**src/rtl/calc_pkg.sv**
```systemverilog
// Shared encodings for the calculator datapath: operators, phase bit positions, control states.
package calc_pkg;

    typedef enum logic [1:0] {
        OP_ADD = 2'b00,
        OP_SUB = 2'b01,
        OP_MUL = 2'b10,
        OP_DIV = 2'b11
    } op_t;

    localparam int PH_A   = 0;
    localparam int PH_B   = 1;
    localparam int PH_OP  = 2;
    localparam int PH_RES = 3;

    typedef enum logic [1:0] {
        IDLE = 2'b00,
        CALC = 2'b01,
        DIV  = 2'b10,
        HOLD = 2'b11
    } state_t;

endpackage

```
**src/rtl/calc_datapath_div_seq.sv**
```systemverilog
// Purpose: unsigned restoring divider, one quotient bit per cycle, MSB first.
// Latency: W cycles after start; valid and the final quotient/remainder appear combinationally in the Wth cycle.
// Backpressure: none; abort drops an in-flight division.
module div_seq #(
    parameter int W = 4
) (
    input  logic         clk,
    input  logic         rst,
    input  logic         start,
    input  logic         abort,
    input  logic [W-1:0] dividend,
    input  logic [W-1:0] divisor,
    output logic [W-1:0] quotient,
    output logic [W-1:0] remainder,
    output logic         valid
);

    localparam int CW = (W > 1) ? $clog2(W) : 1;

    logic          run;
    logic [CW-1:0] cnt;
    logic [W-1:0]  rem_q;
    logic [W-1:0]  quo_q;
    logic [W-1:0]  dvs_q;
    logic [W:0]    shifted;
    logic [W:0]    diff;

    // Outputs are this cycle's iteration result, so the caller can latch them on the last edge.
    always_comb begin
        shifted = {rem_q, quo_q[W-1]};
        diff    = shifted - {1'b0, dvs_q};
        if (!diff[W]) begin
            remainder = diff[W-1:0];
            quotient  = {quo_q[W-2:0], 1'b1};
        end else begin
            remainder = shifted[W-1:0];
            quotient  = {quo_q[W-2:0], 1'b0};
        end
        valid = run && (cnt == CW'(W - 1));
    end

    always_ff @(posedge clk) begin
        if (rst) begin
            run   <= 1'b0;
            cnt   <= '0;
            rem_q <= '0;
            quo_q <= '0;
            dvs_q <= '0;
        end else if (start) begin
            run   <= 1'b1;
            cnt   <= '0;
            rem_q <= '0;
            quo_q <= dividend;
            dvs_q <= divisor;
        end else if (abort) begin
            run <= 1'b0;
        end else if (run) begin
            rem_q <= remainder;
            quo_q <= quotient;
            cnt   <= cnt + 1'b1;
            if (cnt == CW'(W - 1)) begin
                run <= 1'b0;
            end
        end
    end

endmodule

```
**src/rtl/calc_datapath.sv**
```systemverilog
// Purpose: capture operands/operator per sequencer phase and compute the 2W-bit result.
// Latency: add/sub/mul/div-by-zero 1 cycle after the result-phase edge, division W cycles.
// Backpressure: none; result and done are levels held until the next operand-A phase.
module calc_datapath #(
    parameter int W = 4
) (
    input  logic           clk,
    input  logic           rst,
    input  logic [3:0]     phase,
    input  logic [W-1:0]   sw,
    input  logic [1:0]     op_sel,
    output logic [W-1:0]   op_a,
    output logic [W-1:0]   op_b,
    output logic [2*W-1:0] result,
    output logic           neg,
    output logic           err,
    output logic           busy,
    output logic           done
);

    import calc_pkg::*;

    state_t         state;
    state_t         state_n;
    op_t            op_q;
    logic           res_d;
    logic           phase_ok;
    logic           res_on;
    logic           start;
    logic           div_start;
    logic           div_abort;
    logic           div_valid;
    logic [W-1:0]   div_quo;
    logic [W-1:0]   div_rem;
    logic           wr_res;
    logic [2*W-1:0] res_n;
    logic           neg_n;
    logic           err_n;
    logic [2*W-1:0] a_x;
    logic [2*W-1:0] b_x;
    logic [2*W-1:0] alu_res;
    logic           alu_neg;
    logic           alu_err;

    // The sequencer is unreset, so anything that is not exactly one-hot is ignored.
    assign phase_ok  = (phase != 4'b0000) && ((phase & (phase - 4'd1)) == 4'b0000);
    assign res_on    = phase_ok && phase[PH_RES];
    assign start     = (state == IDLE) && res_on && !res_d;
    assign div_abort = (state == DIV) && !res_on;
    assign busy      = (state == CALC) || (state == DIV);
    assign done      = (state == HOLD);

    assign a_x = {{W{1'b0}}, op_a};
    assign b_x = {{W{1'b0}}, op_b};

    always_comb begin
        alu_res = '0;
        alu_neg = 1'b0;
        alu_err = 1'b0;
        case (op_q)
            OP_ADD: alu_res = a_x + b_x;
            OP_SUB: begin
                if (op_a < op_b) begin
                    alu_res = b_x - a_x;
                    alu_neg = 1'b1;
                end else begin
                    alu_res = a_x - b_x;
                end
            end
            OP_MUL: alu_res = a_x * b_x;
            // Division only reaches CALC with a zero divisor.
            OP_DIV: alu_err = 1'b1;
            default: alu_res = '0;
        endcase
    end

    always_comb begin
        state_n   = state;
        wr_res    = 1'b0;
        res_n     = result;
        neg_n     = 1'b0;
        err_n     = 1'b0;
        div_start = 1'b0;
        case (state)
            IDLE: begin
                if (start) begin
                    if ((op_q == OP_DIV) && (op_b != '0)) begin
                        state_n   = DIV;
                        div_start = 1'b1;
                    end else begin
                        state_n = CALC;
                    end
                end
            end
            CALC: begin
                if (!res_on) begin
                    state_n = IDLE;
                end else begin
                    state_n = HOLD;
                    wr_res  = 1'b1;
                    res_n   = alu_res;
                    neg_n   = alu_neg;
                    err_n   = alu_err;
                end
            end
            DIV: begin
                if (!res_on) begin
                    state_n = IDLE;
                end else if (div_valid) begin
                    state_n = HOLD;
                    wr_res  = 1'b1;
                    res_n   = {div_rem, div_quo};
                end
            end
            HOLD: begin
                if (!phase[PH_RES]) begin
                    state_n = IDLE;
                end
            end
            default: state_n = IDLE;
        endcase
    end

    always_ff @(posedge clk) begin
        if (rst) begin
            state <= IDLE;
        end else begin
            state <= state_n;
        end
    end

    always_ff @(posedge clk) begin
        if (rst) begin
            op_a   <= '0;
            op_b   <= '0;
            op_q   <= OP_ADD;
            result <= '0;
            neg    <= 1'b0;
            err    <= 1'b0;
            res_d  <= 1'b0;
        end else begin
            res_d <= phase[PH_RES];
            if (phase == (4'b0001 << PH_A)) begin
                op_a   <= sw;
                result <= '0;
                neg    <= 1'b0;
                err    <= 1'b0;
            end
            if (phase == (4'b0001 << PH_B)) begin
                op_b <= sw;
            end
            if (phase == (4'b0001 << PH_OP)) begin
                op_q <= op_t'(op_sel);
            end
            if (wr_res) begin
                result <= res_n;
                neg    <= neg_n;
                err    <= err_n;
            end
        end
    end

    div_seq #(.W(W)) u_div (
        .clk       (clk),
        .rst       (rst),
        .start     (div_start),
        .abort     (div_abort),
        .dividend  (op_a),
        .divisor   (op_b),
        .quotient  (div_quo),
        .remainder (div_rem),
        .valid     (div_valid)
    );

endmodule

```
**config.mk**
```make
export PLATFORM = sky130hd
export DESIGN_NAME = calc_datapath
export DESIGN_NICKNAME = d
export VERILOG_FILES = /design/src/rtl/calc_pkg.sv /design/src/rtl/calc_datapath_div_seq.sv /design/src/rtl/calc_datapath.sv
export SDC_FILE = /design/constraint.sdc
export NUM_CORES = 1
export LEC_CHECK = 0
export BUFFER_PORTS_ARGS = -buffer_cell sky130_fd_sc_hd__buf_2
export CAP_MARGIN = 20
export CORE_MARGIN = 2
export CORE_UTILIZATION = 44
export DETAILED_ROUTE_END_ITERATION = 12
export PLACE_DENSITY = 0.73
export SETUP_SLACK_MARGIN = 0.5
export SKIP_LAST_GASP = 1
export SLEW_MARGIN = 10
export SYNTH_ARGS = -nofsm -noshare
export SYNTH_HDL_FRONTEND = slang
export SYNTH_SLANG_ARGS = --single-unit
```
**constraint.sdc**
```tcl
create_clock -name clk -period 3.76 [get_ports clk]
set_clock_uncertainty 0.1 [all_clocks]
set_input_delay 0.376 -clock clk [delete_from_list [all_inputs] [get_ports clk]]
set_output_delay 0.376 -clock clk [all_outputs]
set_load 0.01 [all_outputs]
```
# ---- After elaboration in Yosys (flattened, before gate mapping)
# Cells that the tools add are included.
dict set report word_totals {
  ff_bits 38
  input_bits 12
}
dict set report op_classes {
  add_sub_neg 6
  muxes 41
  n_lt_le_gt_ge 1
  eq_ne 18
  n_reduce_logical 22
  multipliers 1
  bitwise 2
}
# op n
set ops {}
lappend ops {{$mux W8} 6}
lappend ops {{$pmux W8 S3} 1}
lappend ops {{$mux W1} 21}
lappend ops {{$mux W4} 4}
lappend ops {{$pmux W8 S2} 1}
lappend ops {{$mux W2} 6}
lappend ops {{$ne A3 B3 Y1 const B} 4}
lappend ops {{$eq A2 B2 Y1 const B} 5}
lappend ops {{$sub A4 B4 Y5} 2}
lappend ops {{$mul A4 B4 Y8} 1}
lappend ops {{$pmux W2 S4} 1}
lappend ops {{$reduce_bool A4 Y1} 2}
lappend ops {{$logic_and A1 B1 Y1} 7}
lappend ops {{$ne A2 B2 Y1 const B} 3}
lappend ops {{$add A4 B4 Y5} 1}
lappend ops {{$reduce_and A5 Y1} 1}
lappend ops {{$sub A5 B4 Y5} 1}
lappend ops {{$and A4 B4 Y4} 1}
lappend ops {{$eq A2 B1 Y1 const B} 2}
lappend ops {{$eq A4 B1 Y1 const B} 1}
lappend ops {{$eq A4 B2 Y1 const B} 1}
lappend ops {{$eq A4 B3 Y1 const B} 1}
lappend ops {{$logic_not A2 Y1} 2}
lappend ops {{$logic_not A4 Y1} 1}
lappend ops {{12 further kinds} 15}

# ---- Logic depth before layout (Yosys ltp)
# Gate-level depths: netlist of the first run.
dict set report logic_depth {
  depth_word 11
  depth_mapped 13
  ltp_nobuf 13
}

# ---- Cells and area by module
# From an unflattened synthesis of the first run, not the netlist that was laid out.
dict set report unflattened {
  cells_unflattened 354
  hier_area_um2 2959.1
}
# module n_inst cells_per_inst area_per_inst_um2
set by_module_without_submodules {}
lappend by_module_without_submodules {calc_datapath 1 257 2144.6}
lappend by_module_without_submodules {div_seq 1 97 814.5}

# ---- Worst setup path after synthesis of the first run
# OpenSTA, ideal clock, no wires.
dict set report synth_path {
  kind {register to register}
  start {register op_a[1]}
  end {register result[7]}
  t_arrival_ps 2942
  t_required_ps 3589
  stages_incl_launch_ff 11
  n_path_buf 0
  setup_slack_ps 647
  cell_sequence {dfxtp_1 > nand2_1 > fa_1 > inv_1 > fa_1 > ha_1 > a211oi_1 > nor2_1 > o211a_1 > a221o_1 > a21oi_1}
}
dict set report synth_via {
  elab_chain_len 6
  elab_cells_between_ends 9
  cone_classes {add/sub: 2; mul: 1; order compare: 1; mux: 5}
}
# item line
set synth_rtl {}
lappend synth_rtl {{start, declared} calc_datapath.sv:12} ;# output logic [W-1:0] op_a,
lappend synth_rtl {{start signal, assigned} calc_datapath.sv:144} ;# op_a <= sw;
lappend synth_rtl {{branches (longest 2 deep; another with $mul A4 B4 Y8)} -}
lappend synth_rtl {{$pmux W8 S3 *} calc_datapath.sv:60} ;# case (op_q)
lappend synth_rtl {{$mux W8 *} calc_datapath.sv:96} ;# if (!res_on) begin
lappend synth_rtl {{$pmux W8 S2 *} calc_datapath.sv:84} ;# case (state)
lappend synth_rtl {{$mux W8 *} calc_datapath.sv:155} ;# if (wr_res) begin
lappend synth_rtl {{end signal, assigned} calc_datapath.sv:156} ;# result <= res_n;
lappend synth_rtl {{end, declared} calc_datapath.sv:14} ;# output logic [2*W-1:0] result,
# Every way passes the cells marked *. The select of a mux whose other input is x is not followed.
# A chain may end at the register's enable or synchronous reset.

# ---- Final worst setup path of the first run
dict set report layout_path {
  start {register op_b[3]}
  end {register result[7]}
}
dict set report layout_via {
  elab_chain_len 6
  elab_cells_between_ends 9
  cone_classes {add/sub: 2; mul: 1; order compare: 1; mux: 5}
}
# item line
set layout_rtl {}
lappend layout_rtl {{start, declared} calc_datapath.sv:13} ;# output logic [W-1:0] op_b,
lappend layout_rtl {{start signal, assigned} calc_datapath.sv:150} ;# op_b <= sw;
lappend layout_rtl {{branches (longest 2 deep; another with $mul A4 B4 Y8)} -}
lappend layout_rtl {{$pmux W8 S3 *} calc_datapath.sv:60}
lappend layout_rtl {{$mux W8 *} calc_datapath.sv:96}
lappend layout_rtl {{$pmux W8 S2 *} calc_datapath.sv:84}
lappend layout_rtl {{$mux W8 *} calc_datapath.sv:155}
# Marks and branches as above.

==> results of run 1 <==
-- where the power goes --
part	leakage, nW	switching, mW	internal [mW]	total [mW]
Clock	0.0482	0.146	0.148	0.294
Sequential	0.310	0.0111	0.412	0.423
Combinational	1.13	0.109	0.0632	0.172
-- worst register-to-register path: cells and delay by family, from the launching register on --
| family | cells | cell delay, ps |
|---|---|---|
| AOI/OAI and AO/OA | 4 | 880 |
| DFF | 1 | 410 |
| and+or+nand+nor | 2 | 200 |
| buffers and inverters | 1 | 60 |
| adders and majority gates | 3 | 1370 |
-- how the worst min path moves through the flow --
stage                    from              to
2_1_floorplan  u_div.dvs_q[3]  u_div.dvs_q[3]
3_3_place_gp        result[3]       result[3]
3_5_place_dp        result[0]       result[0]
4_1_cts             op_sel[0]         op_q[0]
5_1_grt             op_sel[0]         op_q[0]
6_report            op_sel[0]         op_q[0]
-- area by class of cell --
cell class	instances	area share [%]
inverters	28	3.261
flip-flops and latches	38	23.91
repair buffers	34	5.512
well taps	77	2.989
multi-input cells	263	61.49
clock inverters	1	0.1553
clock buffers	7	2.679
-- logic make-up after synthesis --
group                      synth area share (%)
AOI/OAI and AO/OA                         18.19
buffers and inverters                     5.892
DFF                                       26.15
and+or+nand+nor                           19.44
muxes                                     6.968
xor gates and xnor gates                  3.656
adders and majority gates                 19.70
-- per-stage QoR --
step           std cells  instance area (sq um)
6_report             448                   3223
3_5_place_dp         440                   3117
2_1_floorplan        341                   2909
3_3_place_gp         440                   3117
4_1_cts              448                   3209
5_1_grt              448                   3223
-- metal layers --
layer  global-route usage [%]  part of all wire [%]  vias to the layer above
met5                        0                     0                        -
met4                    9.668                   3.4                        0
met3                    2.918                   4.7                       19
met2                    34.38                    47                       65
met1                    25.72                    45                     1141
li1                         -                     -                     1252
-- flip-flops by register name (all words and copies together) (netlist names) --
name         count
u_div.cnt        2
neg              1
state            2
u_div.run        1
op_q             2
err              1
op_b             4
u_div.quo_q      4
u_div.rem_q      4
result           8
res_d            1
op_a             4
u_div.dvs_q      4
-- synth_stat cells (all sizes together), types with 5 or more instances --
cell type | n | area share, %
o21ai | 13 | 2.2
o21a | 6 | 1.5
nor2 | 58 | 7.6
nand2b | 5 | 1.1
a21oi | 19 | 3.3
dfxtp | 38 | 26
buf | 5 | 1.4
nand2 | 24 | 3.1
nor2b | 5 | 1.1
mux2i | 18 | 6.2
o211ai | 5 | 1.3
fa | 8 | 5.5
clkbuf | 7 | 0.90
xor2 | 6 | 1.8
a211oi | 9 | 3.2
ha | 33 | 14
inv | 28 | 3.6
==> metrics, run 1 <==
port bufs 31; RD Place Congestion 0.9297; CTS Hold Bufs 0; Avg Synthesized Cell Area 8.531 sq um; prevailing post-synth register cell dfxtp_1; post-synthesis cell type count 55; final hold vios 0; CP Cell Sequence nand2_1 -> fa_1 -> inv_1 -> fa_1 -> ha_1 -> a211oi_2 -> nor2_1 -> o211a_1 -> a221o_1 -> a21oi_1; DIE AREA 0.007278 sq mm; Pwr Density 275.9 mW/mm^2; Synth Instances 341; CP Max Fanout 7; cells on worst reg2reg path 10; RR Endpoint result[7]; Top Family by Delay on Critical Path adder cells; Synth warnings 0; Placeable Area 0.006386 sq mm; Filler Cells Inserted 626; initial antenna violation count 0; layout cells sized above 1 16.44%; # DRC 0; fmax 322.3 MHz; drt first pass iters 5; Worst VDD drop 266.5 uV; pre-CTS worst setup slack 482.5 ps; Final Cycle Share 82.51%; final hold slack 216.6 ps; nets 423; final WL 7040 um; Initial Utilization 45.55%; Synthesized Nets 394; drt wl/cell 15.71 um; post-layout util 50.47%; worst reg2reg startpoint op_b[3]; fin crit period 3103 ps; crit path to result[7]; Seq/Total Area, Yosys 26.15%; crit end category flip-flop; CTS-repair resized insts 1; PnR worst setup slack 657.5 ps; Mapped Area 0.002909 sq mm; critical path depth 10; # rows 29; via total after detailed routing 2,477; cts bufs inserted 5; DRT antenna net count 0; clock buffer depth 2; io pins 32; ANT cells 0; Max transition margin 48.00%; worst slew pin tran 777.9 ps; Slew Limit Fails 0; vias in the first global route 2,552; critical path class reg -> reg; leakage 1.490 nW; Clk pin slew, worst setup/hold paths 80 ps; largest net degree at the start of global routing 31; CTS tree built; HP Class in -> reg; Setup crit start op_b[3]; unrepaired setup endpoints after global routing false; total gr overflow 0; DP HPWL 5614 um; Clock Latency Late Sink 300 ps; Worst Path Buf+Inv 1; critical path data arrival time 3220 ps; DRT iter0 DRCs 130; FF+latch count, synth 38; hold path cells 3; FFs w/ async S/R, synth 0%; Worst Setup Start Kind flip-flop; # setup viols final 0; Total GRT Usage 20.45%; total setup buffers inserted after CTS 0; CP dominant cell by count fa_1; overall die height 85.31 um; footprint of the multi-input gates 0.001982 sq mm; CTS Sinks 38; area grow syn2layout 10.80%; CP Data Required Time 3880 ps; Vias/cell 5.529; die outline width 85.31 um; Max Cap Viol 0; total power 0.8894 mW; Seq. cell area 770.7 sq um; commonest non-fill, non-tap cell in the layout nor2_1; max incr delay on CP 540 ps; H-tree Lvls 2; Post-synth EDFFs 0; R2R Setup Slk 660 ps; commonest cells after routing, fill and taps aside 57 x nor2_1, 33 x ha_1, 32 x dfxtp_1, 31 x buf_2, 28 x inv_1; Root Buffer Master clkbuf_8; first-pass GRT wire length 11,960 um; slowest cell on the critical path fa_1; setup TNS 0 ps; status completed
(Power assumes the default switching activity.)
==> inputs of run 2 (changes only) <==
==> constraint.sdc (replaced) <==
create_clock -name clk -period 3.04 [get_ports clk]
set_clock_uncertainty 0.1 [all_clocks]
set_input_delay 0.304 -clock clk [delete_from_list [all_inputs] [get_ports clk]]
set_output_delay 0.304 -clock clk [all_outputs]
set_load 0.01 [all_outputs]
==> metrics, run 2 (synthesis gave the netlist of run 1 again) <==
status completed (unchanged); final instance area 0.003452 sq mm (was 0.003223 sq mm); Final Cycle Share 96.12% (was 82.51%); HP Class in -> reg (unchanged); critical path data arrival time 3030 ps (was 3220 ps); CP Data Required Time 3150 ps (was 3880 ps); Root Buffer Master clkbuf_8 (unchanged); Vias/cell 5.538 (was 5.529); final WL 7401 um (was 7040 um); Worst Setup Start Kind flip-flop (unchanged); CTS Sinks 38 (unchanged); Seq. cell area 784.5 sq um (was 770.7 sq um); fmax 342.2 MHz (was 322.3 MHz); vias in the first global route 2,465 (was 2,552); critical path class reg -> reg (unchanged); R2R Setup Slk 120 ps (was 660 ps); overall die height 85.31 um (unchanged); # rows 29 (unchanged); first-pass GRT wire length 12,070 um (was 11,960 um); Worst VDD drop 253.4 uV (was 266.5 uV); port bufs 31 (unchanged); Clock Latency Late Sink 290 ps (was 300 ps); unrepaired setup endpoints after global routing true (was false); clock buffer depth 2 (unchanged); Max transition margin 53.29% (was 48.00%); final hold slack 153.2 ps (was 216.6 ps); leakage 1.579 nW (was 1.490 nW); Placeable Area 0.006386 sq mm (unchanged); # DRC 0 (unchanged); initial antenna violation count 0 (unchanged); Cell Area, Placed 0.003167 sq mm (was 0.003117 sq mm); commonest non-fill, non-tap cell in the layout nor2_1 (unchanged); Filler Cells Inserted 600 (was 626); total gr overflow 0 (unchanged); drt wl/cell 15.98 um (was 15.71 um); total power 1.185 mW (was 0.8894 mW); Total GRT Usage 20.78% (was 20.45%); via total after detailed routing 2,564 (was 2,477); Clk pin slew, worst setup/hold paths 80 ps (about the same); Slew Limit Fails 0 (unchanged); post-layout util 54.06% (was 50.47%); drt first pass iters 6 (was 5); crit end category flip-flop (unchanged); worst slew pin tran 698.8 ps (was 777.9 ps); H-tree Lvls 2 (unchanged); ANT cells 0 (unchanged); DRT iter0 DRCs 123 (was 130); DP HPWL 5668 um (was 5614 um); setup TNS 0 ps (unchanged); cts bufs inserted 5 (unchanged); fin crit period 2922 ps (was 3103 ps); final hold vios 0 (unchanged); max FFs per register 8 (unchanged); layout cells sized above 1 24.87% (was 16.44%); DIE AREA 0.007278 sq mm (unchanged); nets 439 (was 423); Pwr Density 343.4 mW/mm^2 (was 275.9 mW/mm^2); CTS tree built (unchanged); io pins 32 (unchanged); footprint of the multi-input gates 0.002056 sq mm (was 0.001982 sq mm); DRT antenna net count 0 (unchanged); CTS Hold Bufs 0 (unchanged); Max Cap Viol 0 (unchanged); CP Max Fanout 4 (was 7); RD Place Congestion 0.9579 (was 0.9297); commonest cells after routing, fill and taps aside 56 x nor2_1, 31 x dfxtp_1, 31 x buf_2, 30 x ha_1, 25 x inv_1 (was 57 x nor2_1, 33 x ha_1, 32 x dfxtp_1, 31 x buf_2, 28 x inv_1); Initial Utilization 45.55% (unchanged); # setup viols final 0 (unchanged); most flop-heavy register result (unchanged); area grow syn2layout 18.67% (was 10.80%); largest net degree at the start of global routing 31 (unchanged); die outline width 85.31 um (unchanged)
## run 2: cell types whose count changed in the layout (fill, tap and decap cells not counted), sizes merged
cell and delta:
clkbuf -1, clkinv -1, bufinv +1, buf +16
## run 2: critical path: stages, from the launching register on
cell and delay (ps):
dfxtp_4 380, nand2_4 50, fa_1 550, inv_2 40, fa_2 580, ha_4 210, a211oi_2 240, nor2_2 80
o211a_1 210, a221o_1 280, a21oi_1 110
## run 2: routing by layer
metal	part of all wire (%)	wire length (um)	GRT usage (%)	vias to the layer above
li1	-	-	-	1273
met1	46	3380	27.09	1209
met2	48	3531	34.52	70
met3	4.8	354	4.086	12
met4	1.8	134	6.782	0
met5	0	0	0	-
## run 2: layout make-up
type | instances | share of cell area (%)
timing repair buffer | 50 | 8.626
clock buffer | 6 | 2.392
sequential | 38 | 22.73
inverter | 28 | 3.045
multi-input combinational | 263 | 59.55
tap | 77 | 2.791
clock inverter | 1 | 0.8699
## run 2: worst paths after layout
check,start,to,cells past startpoint
hold / removal,sw[1],op_b[1],3
setup reg to reg,op_b[3],result[7],10
setup / recovery,op_b[3],result[7],10
hold reg to reg,result[7],result[7],2
## run 2: per-stage QoR
step	cells	setup WS (ps)
floorplan	341	231.0
global placement	442	115.3
detailed placement	442	62.15
CTS	458	137.7
global route	463	45.69
finish	463	118.0
## run 2: timing repair
action | 4_1_cts | 5_1_grt
setup buffers | 9 | 5
endpoints found under the hold margin | 0 | 0
gates resized for setup | 10 | 9
pin swaps | 10 | 10
setup endpoints to repair | 6 | 19
## run 2: power by group
part / total (mW) / internal (mW) / switching (mW) / leakage (nW)
logic: 0.227 / 0.0834 / 0.143 / 1.21
clock network: 0.441 / 0.263 / 0.178 / 0.0573
registers: 0.517 / 0.506 / 0.0114 / 0.312
total: 1.19 / 0.852 / 0.333 / 1.58
